<file path="src/rtl/led_pkg.sv">
// Shared constants and helpers for the LED step control slice.
// Latency: n/a (package only).
// Backpressure: n/a (package only).
package led_pkg;

    localparam int SPEED_W    = 2;
    localparam int NUM_SPEEDS = 4;
    localparam int DEF_CLK_HZ = 27_000_000;

    typedef logic [SPEED_W-1:0] speed_t;

    // Number of clocks a button level must stay stable before it is accepted.
    function automatic int db_cycles(input int clk_hz, input int debounce_ms);
        return (clk_hz / 1000) * debounce_ms;
    endfunction

endpackage

</file>
<file path="src/rtl/btn_debounce.sv">
// Synchronizes and debounces one active-low push-button, emits a press pulse.
// Latency: raw low first sampled at edge 1 -> level flips and press pulses at edge DB_CYCLES+2.
// Backpressure: none; press is a one-cycle strobe the consumer must take immediately.
module btn_debounce #(
    parameter int DB_CYCLES = 540_000,
    parameter int CNT_W     = 32
) (
    input  logic clk,
    input  logic rst,
    input  logic btn_n,
    output logic level,
    output logic press
);

    logic             r_s1;
    logic             r_s2;
    logic             r_db;
    logic [CNT_W-1:0] r_dcnt;
    logic             r_press;
    logic             w_dcnt_done;

    assign w_dcnt_done = (r_dcnt == CNT_W'(DB_CYCLES - 1));

    // Two-flop synchronizer, stability counter and registered press pulse.
    always_ff @(posedge clk or posedge rst) begin
        if (rst) begin
            r_s1    <= 1'b1;
            r_s2    <= 1'b1;
            r_db    <= 1'b1;
            r_dcnt  <= '0;
            r_press <= 1'b0;
        end else begin
            r_s1    <= btn_n;
            r_s2    <= r_s1;
            r_press <= 1'b0;
            if (r_s2 == r_db) begin
                r_dcnt <= '0;
            end else if (w_dcnt_done) begin
                r_db    <= r_s2;
                r_dcnt  <= '0;
                // Only the released->pressed transition is an event.
                r_press <= ~r_s2;
            end else begin
                r_dcnt <= r_dcnt + 1'b1;
            end
        end
    end

    assign level = r_db;
    assign press = r_press;

endmodule

</file>
<file path="src/rtl/led_step_ctrl.sv">
// Shared step-strobe source for LED effects: speed button cycles 4 rates, pause button toggles hold.
// Latency: button press updates speed/paused one edge after the debounced press pulse; step is registered.
// Backpressure: none; step is a one-cycle strobe, period BASE_DIV>>speed clocks while running.
module led_step_ctrl
    import led_pkg::*;
#(
    parameter int CLK_HZ      = DEF_CLK_HZ,
    parameter int DEBOUNCE_MS = 20,
    parameter int BASE_DIV    = 13_500_000,
    parameter int CNT_W       = 32
) (
    input  logic               clk,
    input  logic               rst,
    input  logic               btn_speed_n,
    input  logic               btn_pause_n,
    output logic               step,
    output logic [SPEED_W-1:0] speed,
    output logic               paused
);

    localparam int DB_CYCLES = db_cycles(CLK_HZ, DEBOUNCE_MS);

    logic             w_speed_lvl;
    logic             w_speed_evt;
    logic             w_pause_lvl;
    logic             w_pause_evt;
    logic             w_speed_press;
    logic             w_pause_press;
    logic             w_paused_nxt;
    logic [CNT_W-1:0] w_div;
    logic [CNT_W-1:0] w_div_last;

    logic [CNT_W-1:0] r_pcnt;
    logic             r_step;
    speed_t           r_speed;
    logic             r_paused;

    btn_debounce #(
        .DB_CYCLES (DB_CYCLES),
        .CNT_W     (CNT_W)
    ) u_db_speed (
        .clk   (clk),
        .rst   (rst),
        .btn_n (btn_speed_n),
        .level (w_speed_lvl),
        .press (w_speed_evt)
    );

    btn_debounce #(
        .DB_CYCLES (DB_CYCLES),
        .CNT_W     (CNT_W)
    ) u_db_pause (
        .clk   (clk),
        .rst   (rst),
        .btn_n (btn_pause_n),
        .level (w_pause_lvl),
        .press (w_pause_evt)
    );

    // A press pulse always coincides with the debounced level being pressed;
    // qualifying on the level keeps a stray pulse from ever acting on a release.
    assign w_speed_press = w_speed_evt & ~w_speed_lvl;
    assign w_pause_press = w_pause_evt & ~w_pause_lvl;

    // Pause takes effect on the same edge it toggles, so the hold decision
    // uses the post-toggle value.
    assign w_paused_nxt = r_paused ^ w_pause_press;

    // Each speed level halves the step period.
    assign w_div      = CNT_W'(BASE_DIV) >> r_speed;
    assign w_div_last = w_div - 1'b1;

    // Speed/pause state and the prescaler that generates the step strobe.
    always_ff @(posedge clk or posedge rst) begin
        if (rst) begin
            r_pcnt   <= '0;
            r_step   <= 1'b0;
            r_speed  <= '0;
            r_paused <= 1'b0;
        end else begin
            r_paused <= w_paused_nxt;
            if (w_speed_press) begin
                r_speed <= r_speed + 1'b1;
            end
            // A speed change restarts the period and suppresses a coincident step.
            if (w_speed_press) begin
                r_pcnt <= '0;
                r_step <= 1'b0;
            end else if (w_paused_nxt) begin
                r_step <= 1'b0;
            end else if (r_pcnt == w_div_last) begin
                r_pcnt <= '0;
                r_step <= 1'b1;
            end else begin
                r_pcnt <= r_pcnt + 1'b1;
                r_step <= 1'b0;
            end
        end
    end

    assign step   = r_step;
    assign speed  = r_speed;
    assign paused = r_paused;

endmodule

</file>
<file path="config.mk">
export PLATFORM = sky130hd
export DESIGN_NAME = led_step_ctrl
export DESIGN_NICKNAME = d
export VERILOG_FILES = /design/src/rtl/led_pkg.sv /design/src/rtl/btn_debounce.sv /design/src/rtl/led_step_ctrl.sv
export SDC_FILE = /design/constraint.sdc
export NUM_CORES = 1
export LEC_CHECK = 0
export CELL_PAD_IN_SITES_DETAIL_PLACEMENT = 2
export CELL_PAD_IN_SITES_GLOBAL_PLACEMENT = 2
export CORE_ASPECT_RATIO = 1.25
export CORE_MARGIN = 3
export CORE_UTILIZATION = 39
export DETAILED_ROUTE_END_ITERATION = 7
export PLACE_DENSITY = 0.82
export SYNTH_ARGS = -nofsm -noshare
export SYNTH_HDL_FRONTEND = slang
export SYNTH_SLANG_ARGS = --single-unit
</file>
<file path="constraint.sdc">
create_clock -name clk -period 8.7 [get_ports clk]
set_input_delay 1.305 -clock clk [delete_from_list [all_inputs] [get_ports clk]]
set_output_delay 1.305 -clock clk [all_outputs]
set_load 0.02 [all_outputs]
</file>
# After elaboration in Yosys (flattened, before gate mapping)

Index checks and enable logic that the tools add are counted.

$add $sub $neg: 5
Equality and inequality tests: 6
Shift-type cells: 1
Mux-type cells: 14
Bitwise operators: 9
Reduce and logical (&&, ||, !) cells: 2

Operators with widths:

| cell                    | count |
|---|---|
| $mux W32                | 7 |
| $add A32 B1 Y32 const B | 3 |
| $eq A32 B20 Y1 const B  | 2 |
| $eq A32 B32 Y1          | 1 |
| $shr A24 B2 Y32 const A | 1 |
| $sub A32 B1 Y32 const B | 1 |
| $mux W1                 | 7 |
| $not A1 Y1              | 6 |
| $reduce_and A2 Y1       | 2 |
| $add A2 B1 Y2 const B   | 1 |
| $and A1 B1 Y1           | 2 |
| $eq A1 B1 Y1            | 2 |
| $ne A2 B2 Y1 const B    | 1 |
| $xor A1 B1 Y1           | 1 |

Register bits: 108
Input port bits: 4

# Longest topological paths before layout

Depth after elaboration: 6
Gate-level depth with buffers: 9
Mapped depth without buffers: 7

# By module

Synthesis repeated with hierarchy kept, for this count alone.

Cells, all modules: 625
Area, all modules: 6015.8 um^2

Modules (own cells, without submodules):

| module        | instances | cells each | area an instance (um^2) |
|---|---|---|---|
| btn_debounce  | 2         | 189        | 1880.6 |
| led_step_ctrl | 1         | 247        | 2254.7 |

# Worst setup path after synthesis

No wires, ideal clock.

Path type: reg-to-reg
Start point: register r_speed[0] (netlist: speed[0])
End point: register r_pcnt[10]
Setup time: 119 ps
Data arrival time: 2202 ps
Data required time: 8581 ps
Path slack: 6379 ps
Stages on the path, launching flop included: 10
Period minus slack after synthesis: 2321 ps
Cells stage by stage: dfrtp_1 -> inv_1 -> ha_1 -> nor4b_1 -> o22ai_1 -> nor3_1 -> a31o_2 -> buf_4 -> buf_4 -> nor2_1

Longest elaborated chain between the ends: 6

RTL lines:

| element                | line                | source |
|---|---|---|
| from (decl)            | led_step_ctrl.sv:35 | `speed_t r_speed;` |
| from (signal assigned) | led_step_ctrl.sv:83 | `r_speed <= r_speed + 1'b1;` |
| $shr A24 B2 Y32        | led_step_ctrl.sv:70 | `assign w_div = CNT_W'(BASE_DIV) >> r_speed;` |
| $sub A32 B1 Y32        | led_step_ctrl.sv:71 | `assign w_div_last = w_div - 1'b1;` |
| $eq A32 B32 Y1         | led_step_ctrl.sv:91 | `end else if (r_pcnt == w_div_last) begin` |
| $mux W32               | led_step_ctrl.sv:91 |  |
| $mux W32               | led_step_ctrl.sv:89 | `end else if (w_paused_nxt) begin` |
| $mux W32               | led_step_ctrl.sv:86 | `if (w_speed_press) begin` |
| to (signal assigned)   | led_step_ctrl.sv:95 | `r_pcnt <= r_pcnt + 1'b1;` |
| to (decl)              | led_step_ctrl.sv:33 | `logic [CNT_W-1:0] r_pcnt;` |

No other way between the ends. The select of a mux whose other input is x is not followed.
A chain may end at the register's enable or synchronous reset.

# Worst setup path in the final report

Start point: register r_speed[1] (netlist: speed[1])
End point: output port speed[1]

RTL lines:

| element   | line                | source |
|---|---|---|
| to (decl) | led_step_ctrl.sv:17 | `output logic [SPEED_W-1:0] speed,` |

No word-level cell between the ends.

==> run summary <==
The number of cells in the design after placement is 758. The number of hold violations in the final report is 0. Top metal layer carrying routed signals: met4.

The run gives 10500 microns as the placed wire-length estimate. Setup repair after global routing left no endpoint under its margin. Subtracting the final worst setup slack from the clock period gives 2.83 ns.

At the end of the flow, the number of nets in the layout was 605. For the number of remaining DRC errors, the log shows 0. The tools report the number of global-route vias before repair as 5131. The critical path buffer and inverter count works out to 1.

The upper clock frequency limit was 353 MHz. The tools report the global-route wire length before repair as 26300 microns. On the final layout, the worst hold slack is 0.362 ns. At the end of routability-driven placement, the weighted congestion stood at 0.747. The maximum fanout along the worst path is 8. Headroom to the max-slew limit came out at 33.8%. The leakage component of the power was 2.40 nW; the full die area was 16200 sq um. Measured in cells, the most critical reg-to-reg path has a length of 7.

The post-synthesis cell area is 5750 sq um, and the total number of clock tree sinks is 108. After detailed routing, the average wire length per cell comes to 19.4 microns. Hold repair after CTS inserted 0 buffers. The initial utilization of the core area, before any placement, comes to 39.9%. The tools report the total core area as 14400 sq um. STA puts the critical path data required time at 7.39 ns. In the final timing run, aggregate negative setup slack is 0 ns. The root buffer cell chosen for the clock tree is sky130_fd_sc_hd__clkbuf_16. Among cell families on the critical path, the largest total delay comes from buffers and inverters. The logs give 6240 sq um for the final cell area excluding filler cells and 8 for the number of placed I/O pins.

After synthesis, flip-flops and latches occupy 47.1% of the total area. The clock reaches the later pin of the worst-skew pair after 0.36 ns. The CTS buffer count is 9, and the die outline height is 142 microns. The analysis attributes to net switching a power of 221 uW.

The cell with the biggest individual delay on the critical path is sky130_fd_sc_hd__clkdlybuf4s50_1. The post-route netlist has 8.39% of its cells at a drive strength greater than 1. The logs give 5.57 ns for the worst slack at placement and 20.1% for the global-route usage over all layers. The run gives 4 as the number of iterations in the first detailed-routing pass.

Of the available clock period, the critical path in the final layout requires 32.6%. The area used by multi-input combinational logic is 2850 sq um. Dividing total power by cell area gives a power density of 153 nW/um^2.

The routed via count divided by cell count came out at 5.75. The number of DRC markers after the initial detailed-route iteration is 209, and the portion of total power attributed to combinational logic is 2.4%. In this run, synthesis produced a sequential element count of 108. The clock transition at the registers of the reported paths is 0.07 ns, and the setup-violating endpoint count in the final report is 0. For the worst setup path, the data arrival time is 1.53 ns. The number of gates resized after CTS was 0. The number of maximum-capacitance violations was 0; the count of buffers inserted at the top-level ports was 7. The kind of critical path was reg2out. Registers are responsible for 53.2% of the overall power. Wires add up to 15000 microns.

The fill cell total of the finished layout is 1534, and the die span in x is 115 microns. Prevailing post-synth register cell: sky130_fd_sc_hd__dfrtp_1. Once the clock tree was built, the setup fixing pass inserted 0 buffers.

The internal power is 736 uW. For this block, wires on met1 add up to 6470 microns. Clock power share: 44.4%. The depth of the critical timing path with buffers and inverters included was 1. For the pin with the worst max-slew slack, the measured transition is 0.984 ns. The async set-reset flop share out of synthesis came out at 100%.

Traced cell by cell, the critical path runs through clkdlybuf4s50_1. The max-slew violation count was 0; the number of flops mapped to enable cells by yosys was 0. The run finished with clean final reports. The tightest min-delay check is of the reg2reg type. 0 antenna diodes ended up in the layout. In this run the number of H-tree levels came out at 3. The maximum count of clock buffers along a single path was 2. Once detail routing completed, the nets flagged for antenna violations numbered 0. The instance count of the mapped netlist was 592; the total length of routed met3 wires was 208 microns.

Of the total power, the share spent switching nets is 23.1%. After global routing the overflow that remains totals 0. In the final layout, flip-flops and latches occupy 2710 sq um.

The routed layout has 4449 vias. Entering global routing, the biggest net connects 61 pins. The total cell area at the placement stage was 5940 sq um. The tools report the endpoint type of the worst setup path as an output port.

Counting distinct cell types in the post-synthesis netlist gives 54. The total length of routed met2 wires came out at 8040 microns. The number of instances on the worst hold path was 0; the worst path setup slack after routing was 5.87 ns. For the peak ir drop on the vdd network, the log shows 102 uV. The count of cells in the finished layout, fillers not included, comes to 774.

The startpoint type of the worst setup path is a flip-flop. For the count of yosys warnings during synthesis, the log shows 0. The run gives 49 as the floorplan row count. TritonCTS built the clock tree. A synthesized cell averages 9.71 sq um. The signed area change from the synthesized netlist to the final layout was 8.53%. The largest stage delay on the critical path was 0.67 ns. Clock skew on the completed layout was measured at 0.00857 ns.

The number of nets in the synthesized netlist is 606. The initial antenna violation count is 0.
cell families after synthesis:
| logic type | Yosys count | share of synthesized area, % |
|---|---|---|
| multiplexers | 3 | 0.587 |
| AND/OR/NAND/NOR | 290 | 27.2 |
| buffers and inverters | 40 | 3.31 |
| XOR/XNOR | 85 | 13.1 |
| adder cells (fa/ha/maj) | 10 | 2.18 |
| flip-flops | 108 | 47.1 |
| AO/OA/AOI/OAI | 56 | 6.51 |
power groups by stage:
stage	combinational, mW	sequential, mW	clock [mW]
after floorplan	0.0174	0.518	0
after global placement	0.0227	0.518	0
after detailed placement	0.0238	0.519	0
after CTS	0.0241	0.509	0.435
after global routing	0.0269	0.510	0.456
final	0.0225	0.509	0.425
worst register-to-register path, stage by stage, from the launching register on:
cell and delay [ns]:
sky130_fd_sc_hd__dfrtp_1 0.51, sky130_fd_sc_hd__inv_1 0.18, sky130_fd_sc_hd__ha_1 0.37, sky130_fd_sc_hd__nor4b_1 0.27, sky130_fd_sc_hd__o22ai_1 0.14, sky130_fd_sc_hd__nor3_1 0.35, sky130_fd_sc_hd__a31o_2 0.70, sky130_fd_sc_hd__nor2_1 0.14
state kept, by name, indices dropped and copies added, names as in the netlist:
name / cells
paused: 1
r_pcnt: 32
speed: 2
step: 1
u_db_pause.level: 1
u_db_pause.press: 1
u_db_pause.r_dcnt: 32
u_db_pause.r_s1: 1
u_db_pause.r_s2: 1
u_db_speed.level: 1
u_db_speed.press: 1
u_db_speed.r_dcnt: 32
u_db_speed.r_s1: 1
u_db_speed.r_s2: 1
synth_stat cells, drive strengths merged, types with 3 or more instances:
cell,n,area (sq um)
a21oi,21,109
nand2,42,158
dfstp,6,158
nor4b,6,52.6
nor4bb,5,50.1
nor2,90,338
o31ai,3,22.5
and3,6,38.8
nand3,34,180
clkbuf,8,30.0
a211oi,6,45.0
or2,3,18.8
a2111oi,4,53.8
mux2,3,33.8
nor4,22,171
and4,9,80.1
ha,10,125
xnor2,56,490
nand4,25,169
buf,13,88.8
nor3,15,75.1
nand2b,3,18.8
xor2,29,262
or4,6,52.6
o21ai,15,75.1
inv,19,71.3
or3,16,100
dfrtp,102,2550
metal layers:
layer	up-vias	GRT usage (%)
li1	2081	-
met1	2314	24.2
met2	33	36.4
met3	21	2.43
met4	0	7.38
met5	-	0
metrics by stage:
stage	power (mW)	util, %
after CTS	0.968	43.3
after global placement	0.541	41.2
after detailed placement	0.543	41.2
final	0.957	43.3
after floorplan	0.535	-
after global routing	0.992	43.3
path summary, 6_finish.rpt:
path	endpoint	slack, ns	from
hold / removal	u_db_speed.r_s2	0.36	u_db_speed.r_s1
min in group asynchronous	step	1.40	rst
setup / recovery	speed[1]	5.87	speed[1]
max in group asynchronous	u_db_speed.r_dcnt[22]	6.07	rst
setup reg to reg	r_pcnt[14]	5.89	speed[1]
hold reg to reg	u_db_speed.r_s2	0.36	u_db_speed.r_s1
layout make-up:
type                            count  share of cell area, %
Clock inverter                      7                   1.18
Inverter                           19                   1.18
Timing Repair Buffer                9                   1.36
Sequential cell                   108                   43.4
Clock buffer                        9                   3.61
Tap cell                          178                   3.57
Multi-Input combinational cell    444                   45.7
layout by cell type, fill, tap and decap left out, types with 5 or more instances in the layout:
| master | instances |
|---|---|
| sky130_fd_sc_hd__a21oi_1 | 20 |
| sky130_fd_sc_hd__nand3_1 | 32 |
| sky130_fd_sc_hd__xor2_1 | 28 |
| sky130_fd_sc_hd__a211oi_1 | 6 |
| sky130_fd_sc_hd__or3_1 | 16 |
| sky130_fd_sc_hd__nor4bb_1 | 5 |
| sky130_fd_sc_hd__dfstp_2 | 6 |
| sky130_fd_sc_hd__dfrtp_1 | 102 |
| sky130_fd_sc_hd__and4_1 | 8 |
| sky130_fd_sc_hd__nor4b_1 | 6 |
| sky130_fd_sc_hd__inv_1 | 18 |
| sky130_fd_sc_hd__nand2_1 | 42 |
| sky130_fd_sc_hd__clkdlybuf4s50_1 | 7 |
| sky130_fd_sc_hd__nor3_1 | 15 |
| sky130_fd_sc_hd__nor4_1 | 18 |
| sky130_fd_sc_hd__nor2_1 | 90 |
| sky130_fd_sc_hd__nand4_1 | 23 |
| sky130_fd_sc_hd__clkbuf_16 | 9 |
| sky130_fd_sc_hd__and3_1 | 5 |
| sky130_fd_sc_hd__ha_1 | 10 |
| sky130_fd_sc_hd__xnor2_1 | 56 |
| sky130_fd_sc_hd__o21ai_0 | 15 |
No activity file was read; power rests on OpenSTA's default activity.
